**src/rtl/dpll_lock_detect_pkg.sv**
```systemverilog
// dpll_lock_detect_pkg: lock-state codes and shared defaults for the DPLL lock detector.
package dpll_lock_detect_pkg;

    localparam int ERR_W_DEF = 12;

    typedef enum logic [1:0] {
        LS_UNLOCKED  = 2'd0,
        LS_ACQUIRING = 2'd1,
        LS_LOCKED    = 2'd2,
        LS_HOLDOVER  = 2'd3
    } lock_state_e;

    function automatic logic is_locked(input lock_state_e s);
        return (s == LS_LOCKED) || (s == LS_HOLDOVER);
    endfunction

endpackage

```
**src/rtl/dpll_blink_gen.sv**
```systemverilog
// dpll_blink_gen: free-running divider whose output toggles every BLINK_DIV clock cycles.
module dpll_blink_gen #(
    parameter int BLINK_DIV = 1200000
) (
    input  logic clk_i,
    input  logic rst_i,
    output logic toggle_o
);

    localparam int DW = $clog2(BLINK_DIV) + 1;
    localparam logic [DW-1:0] LAST = DW'(BLINK_DIV - 1);

    logic [DW-1:0] cnt_q, cnt_d;
    logic          tog_q, tog_d;

    assign cnt_d    = (cnt_q == LAST) ? '0 : cnt_q + 1'b1;
    assign tog_d    = (cnt_q == LAST) ? ~tog_q : tog_q;
    assign toggle_o = tog_q;

    always_ff @(posedge clk_i) begin
        if (rst_i) begin
            cnt_q <= '0;
            tog_q <= 1'b0;
        end else begin
            cnt_q <= cnt_d;
            tog_q <= tog_d;
        end
    end

endmodule

```
**src/rtl/dpll_lock_detect.sv**
```systemverilog
// dpll_lock_detect: judges DPLL lock from phase-error samples; drives lock flag, lost pulse and LEDs.
module dpll_lock_detect
    import dpll_lock_detect_pkg::*;
#(
    parameter int ERR_W       = ERR_W_DEF,
    parameter int LOCK_WIN    = 8,
    parameter int LOCK_CNT    = 16,
    parameter int UNLOCK_CNT  = 4,
    parameter int TIMEOUT_CYC = 24000,
    parameter int BLINK_DIV   = 1200000
) (
    input  logic             clk_12MHz,
    input  logic             reset,
    input  logic             err_valid,
    input  logic [ERR_W-1:0] phase_err,
    input  logic             dco_sat,
    output logic             locked,
    output logic [1:0]       lock_state,
    output logic             lock_lost,
    output logic [2:0]       leds
);

    localparam int GW = $clog2(LOCK_CNT) + 1;
    localparam int BW = $clog2(UNLOCK_CNT) + 1;
    localparam int IW = $clog2(TIMEOUT_CYC) + 1;
    localparam logic [ERR_W:0] WIN      = (ERR_W+1)'(LOCK_WIN);
    localparam logic [GW-1:0]  GOOD_MAX = GW'(LOCK_CNT);
    localparam logic [BW-1:0]  BAD_MAX  = BW'(UNLOCK_CNT);
    localparam logic [IW-1:0]  IDLE_MAX = IW'(TIMEOUT_CYC);
    localparam logic [IW-1:0]  IDLE_TO  = IW'(TIMEOUT_CYC - 1);

    lock_state_e    state_q, state_d;
    logic [GW-1:0]  good_q, good_d;
    logic [BW-1:0]  bad_q, bad_d;
    logic [IW-1:0]  idle_q, idle_d;
    logic           lost_pulse_q, lost_pulse_d;
    logic           lost_led_q, lost_led_d;
    logic           blink;
    logic [ERR_W:0] err_ext, err_mag;
    logic           in_win, out_win, timeout;

    // One extra bit keeps the magnitude of the most negative sample representable.
    assign err_ext = {phase_err[ERR_W-1], phase_err};
    assign err_mag = phase_err[ERR_W-1] ? -err_ext : err_ext;
    assign in_win  = err_valid & (err_mag <= WIN);
    assign out_win = err_valid & ~in_win;
    assign timeout = (idle_q == IDLE_TO) & ~err_valid;

    always_comb begin
        state_d      = state_q;
        good_d       = good_q;
        bad_d        = bad_q;
        idle_d       = err_valid ? '0 : (idle_q == IDLE_MAX) ? idle_q : idle_q + 1'b1;
        lost_pulse_d = 1'b0;
        case (state_q)
            LS_UNLOCKED: begin
                if (!dco_sat && in_win) state_d = LS_ACQUIRING;
            end
            LS_ACQUIRING: begin
                if (dco_sat || out_win || timeout) state_d = LS_UNLOCKED;
                else if (in_win) begin
                    good_d = good_q + 1'b1;
                    if (good_d == GOOD_MAX) state_d = LS_LOCKED;
                end
            end
            LS_LOCKED: begin
                if (dco_sat) state_d = LS_UNLOCKED;
                else if (out_win) begin
                    bad_d = bad_q + 1'b1;
                    if (bad_d == BAD_MAX) state_d = LS_UNLOCKED;
                end else if (in_win) bad_d = '0;
                else if (timeout) begin
                    state_d = LS_HOLDOVER;
                    idle_d  = '0;
                end
            end
            LS_HOLDOVER: begin
                if (dco_sat || out_win || timeout) state_d = LS_UNLOCKED;
                else if (in_win) state_d = LS_LOCKED;
            end
        endcase
        // Every state change clears both run counters; entering ACQUIRING already counts one good sample.
        if (state_d != state_q) begin
            good_d = (state_d == LS_ACQUIRING) ? GW'(1) : '0;
            bad_d  = '0;
        end
        lost_pulse_d = is_locked(state_q) && (state_d == LS_UNLOCKED);
        lost_led_d   = lost_pulse_d ? 1'b1
                     : (state_q == LS_ACQUIRING && state_d == LS_LOCKED) ? 1'b0 : lost_led_q;
    end

    always_ff @(posedge clk_12MHz) begin
        if (reset) begin
            state_q      <= LS_UNLOCKED;
            good_q       <= '0;
            bad_q        <= '0;
            idle_q       <= '0;
            lost_pulse_q <= 1'b0;
            lost_led_q   <= 1'b0;
        end else begin
            state_q      <= state_d;
            good_q       <= good_d;
            bad_q        <= bad_d;
            idle_q       <= idle_d;
            lost_pulse_q <= lost_pulse_d;
            lost_led_q   <= lost_led_d;
        end
    end

    dpll_blink_gen #(.BLINK_DIV(BLINK_DIV)) u_blink (
        .clk_i    (clk_12MHz),
        .rst_i    (reset),
        .toggle_o (blink)
    );

    assign locked     = is_locked(state_q);
    assign lock_state = state_q;
    assign lock_lost  = lost_pulse_q;
    assign leds       = {lost_led_q,
                         (state_q == LS_ACQUIRING) ? blink : (state_q == LS_HOLDOVER),
                         is_locked(state_q)};

endmodule
```
**config.mk**
```make
export PLATFORM = sky130hd
export DESIGN_NAME = dpll_lock_detect
export DESIGN_NICKNAME = d
export VERILOG_FILES = /design/src/rtl/dpll_lock_detect_pkg.sv /design/src/rtl/dpll_blink_gen.sv /design/src/rtl/dpll_lock_detect.sv
export SDC_FILE = /design/constraint.sdc
export NUM_CORES = 1
export LEC_CHECK = 0
export ABC_CLOCK_PERIOD_IN_PS = 4690
export CAP_MARGIN = 10
export CORE_ASPECT_RATIO = 1.5
export CORE_MARGIN = 2
export CORE_UTILIZATION = 30
export CTS_BUF_LIST = sky130_fd_sc_hd__clkbuf_8
export DETAILED_ROUTE_END_ITERATION = 12
export HOLD_SLACK_MARGIN = 0.05
export PLACE_DENSITY_LB_ADDON = 0.1
export SLEW_MARGIN = 20
export SYNTH_ARGS = -nofsm -noshare
export SYNTH_HDL_FRONTEND = slang
export SYNTH_HIERARCHICAL = 1
export SYNTH_SLANG_ARGS = --single-unit
```
**constraint.sdc**
```tcl
create_clock -name clk_12MHz -period 4.69 [get_ports clk_12MHz]
set_input_delay 0.938 -clock clk_12MHz [delete_from_list [all_inputs] [get_ports clk_12MHz]]
set_output_delay 0.938 -clock clk_12MHz [all_outputs]
set_load 0.05 [all_outputs]
```
==> results.md, run 1 <==
- The slowest stage of the critical path belongs to the cell clkdlybuf4s50_1.
- Clock latency on the worst-skew pair, taken at its later pin, is 310 ps.
- Of the post-synthesis cell area, the dominant cell type holds 0.3709.
- Across the routed clock network, the largest skew measured is 12.55 ps.
- The floorplan die height is 121.3 µm.
- The number of port buffers is 22.
- Setup repair after global routing left no endpoint under its margin.
- The highest achievable clock rate is 338.2 MHz.
- The share of the synthesized area in compound gates (AO/OA/AOI/OAI) was 0.1009.
- For this configuration, the core starts out at a cell density of 0.3099.
- The xor/xnor cell area share of the yosys netlist is 0.1082.
- The overall overflow remaining after global route is 0.
- In this run the critical register-to-register path is launched from idle_q[0].
- TritonCTS built the clock tree.
- The post-synthesis net count is 331.
- Setup violations remaining at the end of the flow were counted as 0.
- The number of vias in the routed layout is 2,200.
- The post-synth design cell area is 0.002753 mm².
- The number of standard-cell rows in the floorplan is 42.
- The initial antenna violation count is 0.
- The post-DP HPWL is 4100 µm.
- For this run, asynchronously set or reset flops after synthesis account for 0.
- The count of maximum capacitance violations is 0.
- VDD sags by at most 99.71 µV.
- After detailed routing, the average wire length per cell comes to 12.84 µm.
- The number of buffers created by CTS is 5.
- The number of global-route vias before repair is 2,120.
- The count of antenna diodes in the layout is 0.
- For the worst setup path, the data required time is 3750 ps.
- Once detail routing completed, the nets flagged for antenna violations numbered 0.
- The final critical-path required period is 2957 ps.
- The start point of the critical path is lock_state[0].
- The sum of negative setup slack is 0 ps.
- The most area-hungry cell type in the Yosys netlist is dfxtp_1.
- The run finished with clean final reports.
- The cell area after layout is 0.003127 mm².
- Post-CTS repair changed the size of 0 cells.
- The synthesized netlist contains 57 unique library cells.
- The worst setup path is captured at an output port.
- The leakage power total is 1.075 nW.
- Traced cell by cell, the critical path runs through o21a_1 > clkdlybuf4s50_1.
- Of the available clock period, the critical path in the final layout requires 0.6305.
- In this run the worst path has a maximum fanout of 16.
- Data on the critical path arrives at its endpoint at 2020 ps.
- The type of the worst setup path is flip-flop to output port.
- Measured against its own limit, the worst slew margin works out to 0.3771.
- After detailed routing, the number of vias per cell comes to 5.011.
- The buffer levels on the longest clock path is 2.
- The total detailed-routing wirelength is 5635 µm.
- The total power per unit cell area is 233.1 mW/mm².
- Of the synthesized area, sequential elements account for 0.3709.
- The I/O pin total is 23.
- The mean area per synthesized cell is 8.908 µm².
- The die covers 0.009973 mm².
- The placed standard-cell area is 0.003045 mm².
- The critical register-to-register path endpoint is good_q[1].
- The detailed router finished its first iteration with 85 violations.
- Of the total synthesized cell area, the portion taken by AND, OR, NAND and NOR gates is 0.3273.
- The fraction of layout cells with a size suffix above 1 is 0.08511.
- The multiplexer share of the synthesized area is 0.02273.
- Sorting the synthesized cells by area gives the leading types as dfxtp_1, nor2_1, xor2_1, xnor2_1, nand3_1.
- The max-slew violation total from the final report is 0.
- The Yosys step of the flow raised 6 warnings.
- The floorplan step defined a core boundary enclosing 0.008881 mm².
- The clock-pin slew reported for the worst setup and hold paths after clock tree synthesis is 100 ps.
- Clock tree synthesis found a total of 51 sinks.
- The number of flops mapped to enable cells by yosys is 0.
- The number of hold-repair buffers added at the cts stage is 0.
- The final RePlAce weighted congestion is 0.7650.
- Once the clock tree was built, the setup fixing pass inserted 0 buffers.
- The die extent in x is 82.21 µm.
- The first global-routing pass estimated 9687 µm of wire.
- The adder and majority cell fraction of the synthesized area is 0.02727.
- The final net count is 350.
- The end point of the critical path is leds[1].
- In this run the register-to-register setup slack is 2570 ps.
- In the synthesized netlist the dominant register cell turns out to be dfxtp_1.
- After synthesis the netlist holds a flip-flop and latch count of 51.
- In the global route stage, overall resource usage came out at 0.1230.
- The largest family of logic cells by synthesized area is simple AND/OR/NAND/NOR gates.
- The number of failing hold endpoints at the final stage came to 0.
- The clock root buffer master is clkbuf_8.
- The cell count after synthesis came out at 309.
- After detailed routing, the number of remaining DRC violations is 0.
- The iteration count of the initial detailed-routing pass is 4.
- In this run the most critical hold path is launched from lost_led_q.
- The class of the most critical hold timing path is flip-flop to flip-flop.
- The deepest level of the CTS H-tree is 2.
- The largest incremental delay on the critical path is 790 ps.
- Compared with the post-synthesis result, the final layout area differs by 13.59%.
- For the pin with the worst max-slew slack, the measured transition is 931.2 ps.
- The worst-case reg-to-reg path depth is 7.
- The pin count of the biggest net entering global routing is 18.
- The launching element type of the critical path is a flip-flop.
## registers in the layout, summed over array words and instances (netlist names)
name / flops
u_blink/cnt_q: 22
lost_led_q: 1
lock_state: 2
lock_lost: 1
u_blink/toggle_o: 1
idle_q: 16
bad_q: 3
good_q: 5
## through the flow
stage                     std cells  utilization  power [mW]  hold slack, ps  worst slack, ps
after CTS                       439       0.3521      0.7459           455.6             1699
after global routing            439       0.3521      0.7678           483.8             1628
after global placement          431       0.3429      0.4913           438.2             1528
final                           439       0.3521      0.7288           450.6             1733
after floorplan                 309            -      0.4698           421.5             2111
after detailed placement        431       0.3429      0.4909           440.8             1519
## where the power goes
part | total, mW | switching [mW] | internal (mW)
Clock | 0.249 | 0.148 | 0.101
Combinational | 0.0402 | 0.0207 | 0.0196
Sequential | 0.440 | 0.00400 | 0.436
Total | 0.729 | 0.173 | 0.556
## area by class of cell
class | count | area, µm²
Sequential cell | 51 | 1021
Fill cell | 936 | 5754
Inverter | 14 | 52.55
Multi-Input combinational cell | 234 | 1614
Tap cell | 110 | 137.6
Timing Repair Buffer | 22 | 220.2
Clock buffer | 5 | 68.82
Clock inverter | 3 | 12.51
## cells in the mapped netlist, drive strengths merged (2+ instances only)
master  instances
a21oi          10
ha              6
a41o            2
nand2          13
or3             4
xnor2          15
nand3b          2
nand4b          4
and4            3
o21ai           5
inv            14
xor2           19
nor3b           2
nor4b           2
nand4          15
nand3          19
and3            5
nor3           13
clkbuf          2
mux2            2
or4             2
mux2i           4
nor2           55
dfxtp          51
buf             8
o21a            2
nor4           10
nor2b           2
## layout by cell type, fill, tap and decap left out, types with 8 or more instances in the layout
master | netlist | routed
a21oi_1 | 10 | 10
clkdlybuf4s50_1 | 0 | 22
dfxtp_1 | 51 | 51
inv_1 | 13 | 15
nand2_1 | 13 | 13
nand3_1 | 18 | 18
nand4_1 | 13 | 13
nor2_1 | 54 | 54
nor3_1 | 12 | 12
nor4_1 | 8 | 8
xnor2_1 | 15 | 15
xor2_1 | 19 | 19
## metal layers
metal | GRT usage | wire, µm
met1 | 0.1440 | 2520
met2 | 0.2072 | 2782
met3 | 0.02753 | 197
met4 | 0.05729 | 134
met5 | 0 | 0
## critical path, delay by kind of cell (launching register included)
kind | cells | cell delay, ps
flip-flops | 1 | 700
AO/OA/AOI/OAI | 1 | 210
buffers and inverters | 1 | 790
## worst min path at each step
stage          slack [ps]    endpoint  cells past startpoint
5_1_grt               480  lost_led_q                      2
2_1_floorplan         420  lost_led_q                      2
3_5_place_dp          440  lost_led_q                      2
4_1_cts               460  lost_led_q                      2
6_report              450  lost_led_q                      2
3_3_place_gp          440  lost_led_q                      2
## kinds of logic (layout without fill, tap and decap cells)
kind of cell | count (synthesis) | count (layout)
and+or+nand+nor | 157 | 157
DFF | 51 | 51
xor gates and xnor gates | 34 | 34
AOI/OAI and AO/OA | 31 | 31
buffers and inverters | 24 | 44
adders and majority gates | 6 | 6
muxes | 6 | 6
No activity file was read; power rests on OpenSTA's default activity.
==> run 2: changes to the inputs <==
--- a/config.mk
+++ b/config.mk
@@ -5,7 +5,7 @@
 export SDC_FILE = /design/constraint.sdc
 export NUM_CORES = 1
 export LEC_CHECK = 0
-export ABC_CLOCK_PERIOD_IN_PS = 4690
+export ABC_CLOCK_PERIOD_IN_PS = 2600
 export CAP_MARGIN = 10
 export CORE_ASPECT_RATIO = 1.5
 export CORE_MARGIN = 2
==> constraint.sdc (replaced) <==
create_clock -name clk_12MHz -period 2.6 [get_ports clk_12MHz]
set_input_delay 0.52 -clock clk_12MHz [delete_from_list [all_inputs] [get_ports clk_12MHz]]
set_output_delay 0.52 -clock clk_12MHz [all_outputs]
set_load 0.05 [all_outputs]
==> run 2 against run 1 <==
Net effect: count of clock-buffer cells in the layout rose by 1; first-iteration DRC count fell by 9.4%; non-clock buffer count rose by 13; critical path type is now primary input to flip-flop; largest cell class unchanged.
==> results.md, run 2 (synthesis results as in run 1) <==
- Timing would allow up to 437.7 MHz.
- The area of the die is 0.009973 mm² (unchanged).
- The routed design could run at a clock period as short as 2285 ps.
- The latest clock arrival within the worst-skew pair is 310 ps (about the same).
- TritonCTS built the clock tree.
- The number of global-route vias before repair is 2,250 (+6.1%).
- The fraction of layout cells with a size suffix above 1 is 0.1257 (+0.04062).
- The number of failing setup endpoints in the final timing report is 0 (unchanged).
- The average wire per cell in the routed design is 13.41 µm (+4.5%).
- The worst setup skew after layout is 5.270 ps (-7.275 ps).
- Setup repair after global routing left no endpoint under its margin.
- The number of vias in the routed layout is 2,229 (+1.3%).
- The number of flip-flops in the largest register is 22 (unchanged).
- The I/O pin total came to 23 (unchanged).
- The count of antenna diodes in the layout is 0 (unchanged).
- The max-slew violation total from the final report was 0 (unchanged).
- The largest registers in the layout are u_blink/cnt_q (22), idle_q (16), good_q (5).
- The worst ir drop on vdd is 148.1 µV (+49%).
- The number of hold-repair buffers added at the cts stage is 0 (unchanged).
- The data required time at the worst endpoint came to 2800 ps (-950 ps).
- The top cell types in the final layout, fill and taps aside, are nor2_1, dfxtp_1, clkdlybuf4s50_1.
- Counting flops per register, the top entry is u_blink/cnt_q.
- The clock-pin slew reported for the worst setup and hold paths after clock tree synthesis is 90 ps (about the same).
- The final standard cell utilization of the core is 0.3700 (+0.01789).
- The pin count of the biggest net entering global routing is 17 (-1).
- The number of failing hold endpoints at the final stage was 0 (unchanged).
- The global-route wire length before repair was 10,090 µm (+4.1%).
- The total of cells resized after clock tree synthesis was 0 (unchanged).
- Clock tree synthesis selected as its root buffer the cell clkbuf_8.
- The run finished with clean final reports.
- The number of buffers created by CTS is 5 (unchanged).
- The deepest level of the CTS H-tree was 2 (unchanged).
- The number of fill cells was 923 (-1.4%).
- The all-layer global routing usage is 0.1308 (+0.007798).
- The total power per unit cell area is 446.4 mW/mm² (+92%).
- In the finished design, the share of the clock period the worst path needs comes to 0.8787.
- The total detailed-routing wirelength was 6063 µm (+7.6%).
- The iteration count of the initial detailed-routing pass came to 4 (unchanged).
- The sum of negative setup slack is 0 ps (unchanged).
- The remaining number of nets flagged by the antenna check after routing came to 0 (unchanged).
- The buffer levels on the longest clock path is 2 (unchanged).
- The final net count is 363 (+3.7%).
- The die extent in x is 82.21 µm (unchanged).
- The TritonCTS sink count was 51 (unchanged).
- The worst setup path is launched from a primary input.
- The kind of capture point of the worst setup path is a flip-flop.
- The leakage power total is 1.160 nW (+7.9%).
- The effective utilization at floorplan is 0.3099 (unchanged).
- Leaving out fill and tap cells, the most frequent cell in the layout is nor2_1.
- The transition time at the pin with the least slew margin is 501.4 ps (-429.8 ps).
- The final RePlAce weighted congestion is 0.7546 (-1.4%).
- The number of standard-cell rows in the floorplan is 42 (unchanged).
- Relative to the synthesized area, the layout overhead comes to 19.36%.
- The relative slew slack is 0.6647 (+0.2876).
- The class of the most critical hold timing path is flip-flop to flip-flop.
- The post-route DRC violation count is 0 (unchanged).
- The maximum fanout encountered on the critical timing path is 7 (-9).
- The post-DP HPWL came to 4459 µm (+8.7%).
- The data arrival at the endpoint of the critical path is 2480 ps (+460 ps).
- The count of maximum capacitance violations is 0 (unchanged).
- The overall overflow remaining after global route was 0 (unchanged).
- The starting DRC count in detailed routing is 77 (-9.4%).
- The number of port buffers is 22 (unchanged).
- The average via count per standard cell came to 4.931 (-1.6%).
- The number of setup buffers added after CTS is 0 (unchanged).
- The initial antenna violation count was 0 (unchanged).
- The type of the worst setup path is primary input to flip-flop.
- The core footprint is 0.008881 mm² (unchanged).
- The floorplan die height was 121.3 µm (unchanged).
[run 2: cell count changes in the layout (fill, tap and decap cells not counted), sizes merged]
| cell | before | now |
|---|---|---|
| bufinv | 0 | 1 |
| inv | 16 | 14 |
| buf | 0 | 13 |
| clkbuf | 5 | 6 |
[run 2: through the flow]
step / std cells / power (mW) / hold slack, ps / cell area, µm² / setup WS (ps)
floorplan: 309 / 0.8475 / 421.5 / 2753 / 438.7
global placement: 444 / 0.8991 / 439.0 / 3168 / 5.963
detailed placement: 444 / 0.8994 / 440.1 / 3168 / -26.37
CTS: 452 / 1.499 / 455.1 / 3286 / 314.2
global route: 452 / 1.539 / 491.2 / 3286 / 209.1
finish: 452 / 1.467 / 452.7 / 3286 / 315.4
[run 2: final timing paths]
| kind | start | end | slack (ps) | cells past startpoint |
|---|---|---|---|---|
| hold reg to reg | lost_led_q | lost_led_q | 450 | 2 |
| setup reg to reg | idle_q[0] | good_q[0] | 570 | 7 |
| hold / removal | lost_led_q | lost_led_q | 450 | 2 |
| setup / recovery | phase_err[11] | bad_q[1] | 320 | 8 |
[run 2: power breakdown]
| group | internal [mW] | leakage, nW | switching (mW) |
|---|---|---|---|
| Sequential | 0.786 | 0.412 | 0.00701 |
| Clock | 0.312 | 0.0612 | 0.275 |
| Combinational | 0.0452 | 0.687 | 0.0423 |
[run 2: routing by layer]
layer | track usage | share of wire | up-vias
met5 | 0 | 0 | -
met1 | 0.1435 | 0.43 | 1039
li1 | - | - | 1158
met2 | 0.2364 | 0.52 | 26
met4 | 0.05313 | 0.018 | 0
met3 | 0.02679 | 0.030 | 6
[run 2: worst max-delay path: stages]
cell and delay (ps):
clkdlybuf4s50_1 450, buf_4 160, and4_2 200, a22oi_2 230, a2bb2oi_4 130, o32a_2 420, o221ai_4 280, nor2_1 90
[run 2: final cells by class]
cell class / instances / area [µm²] / share of cell area
Clock buffer: 6 / 82.58 / 0.02513
Clock inverter: 2 / 35.03 / 0.01066
Inverter: 14 / 52.55 / 0.01599
Multi-Input combinational cell: 234 / 1614 / 0.4912
Sequential cell: 51 / 1021 / 0.3107
Tap cell: 110 / 137.6 / 0.04189
Timing Repair Buffer: 35 / 342.8 / 0.1043
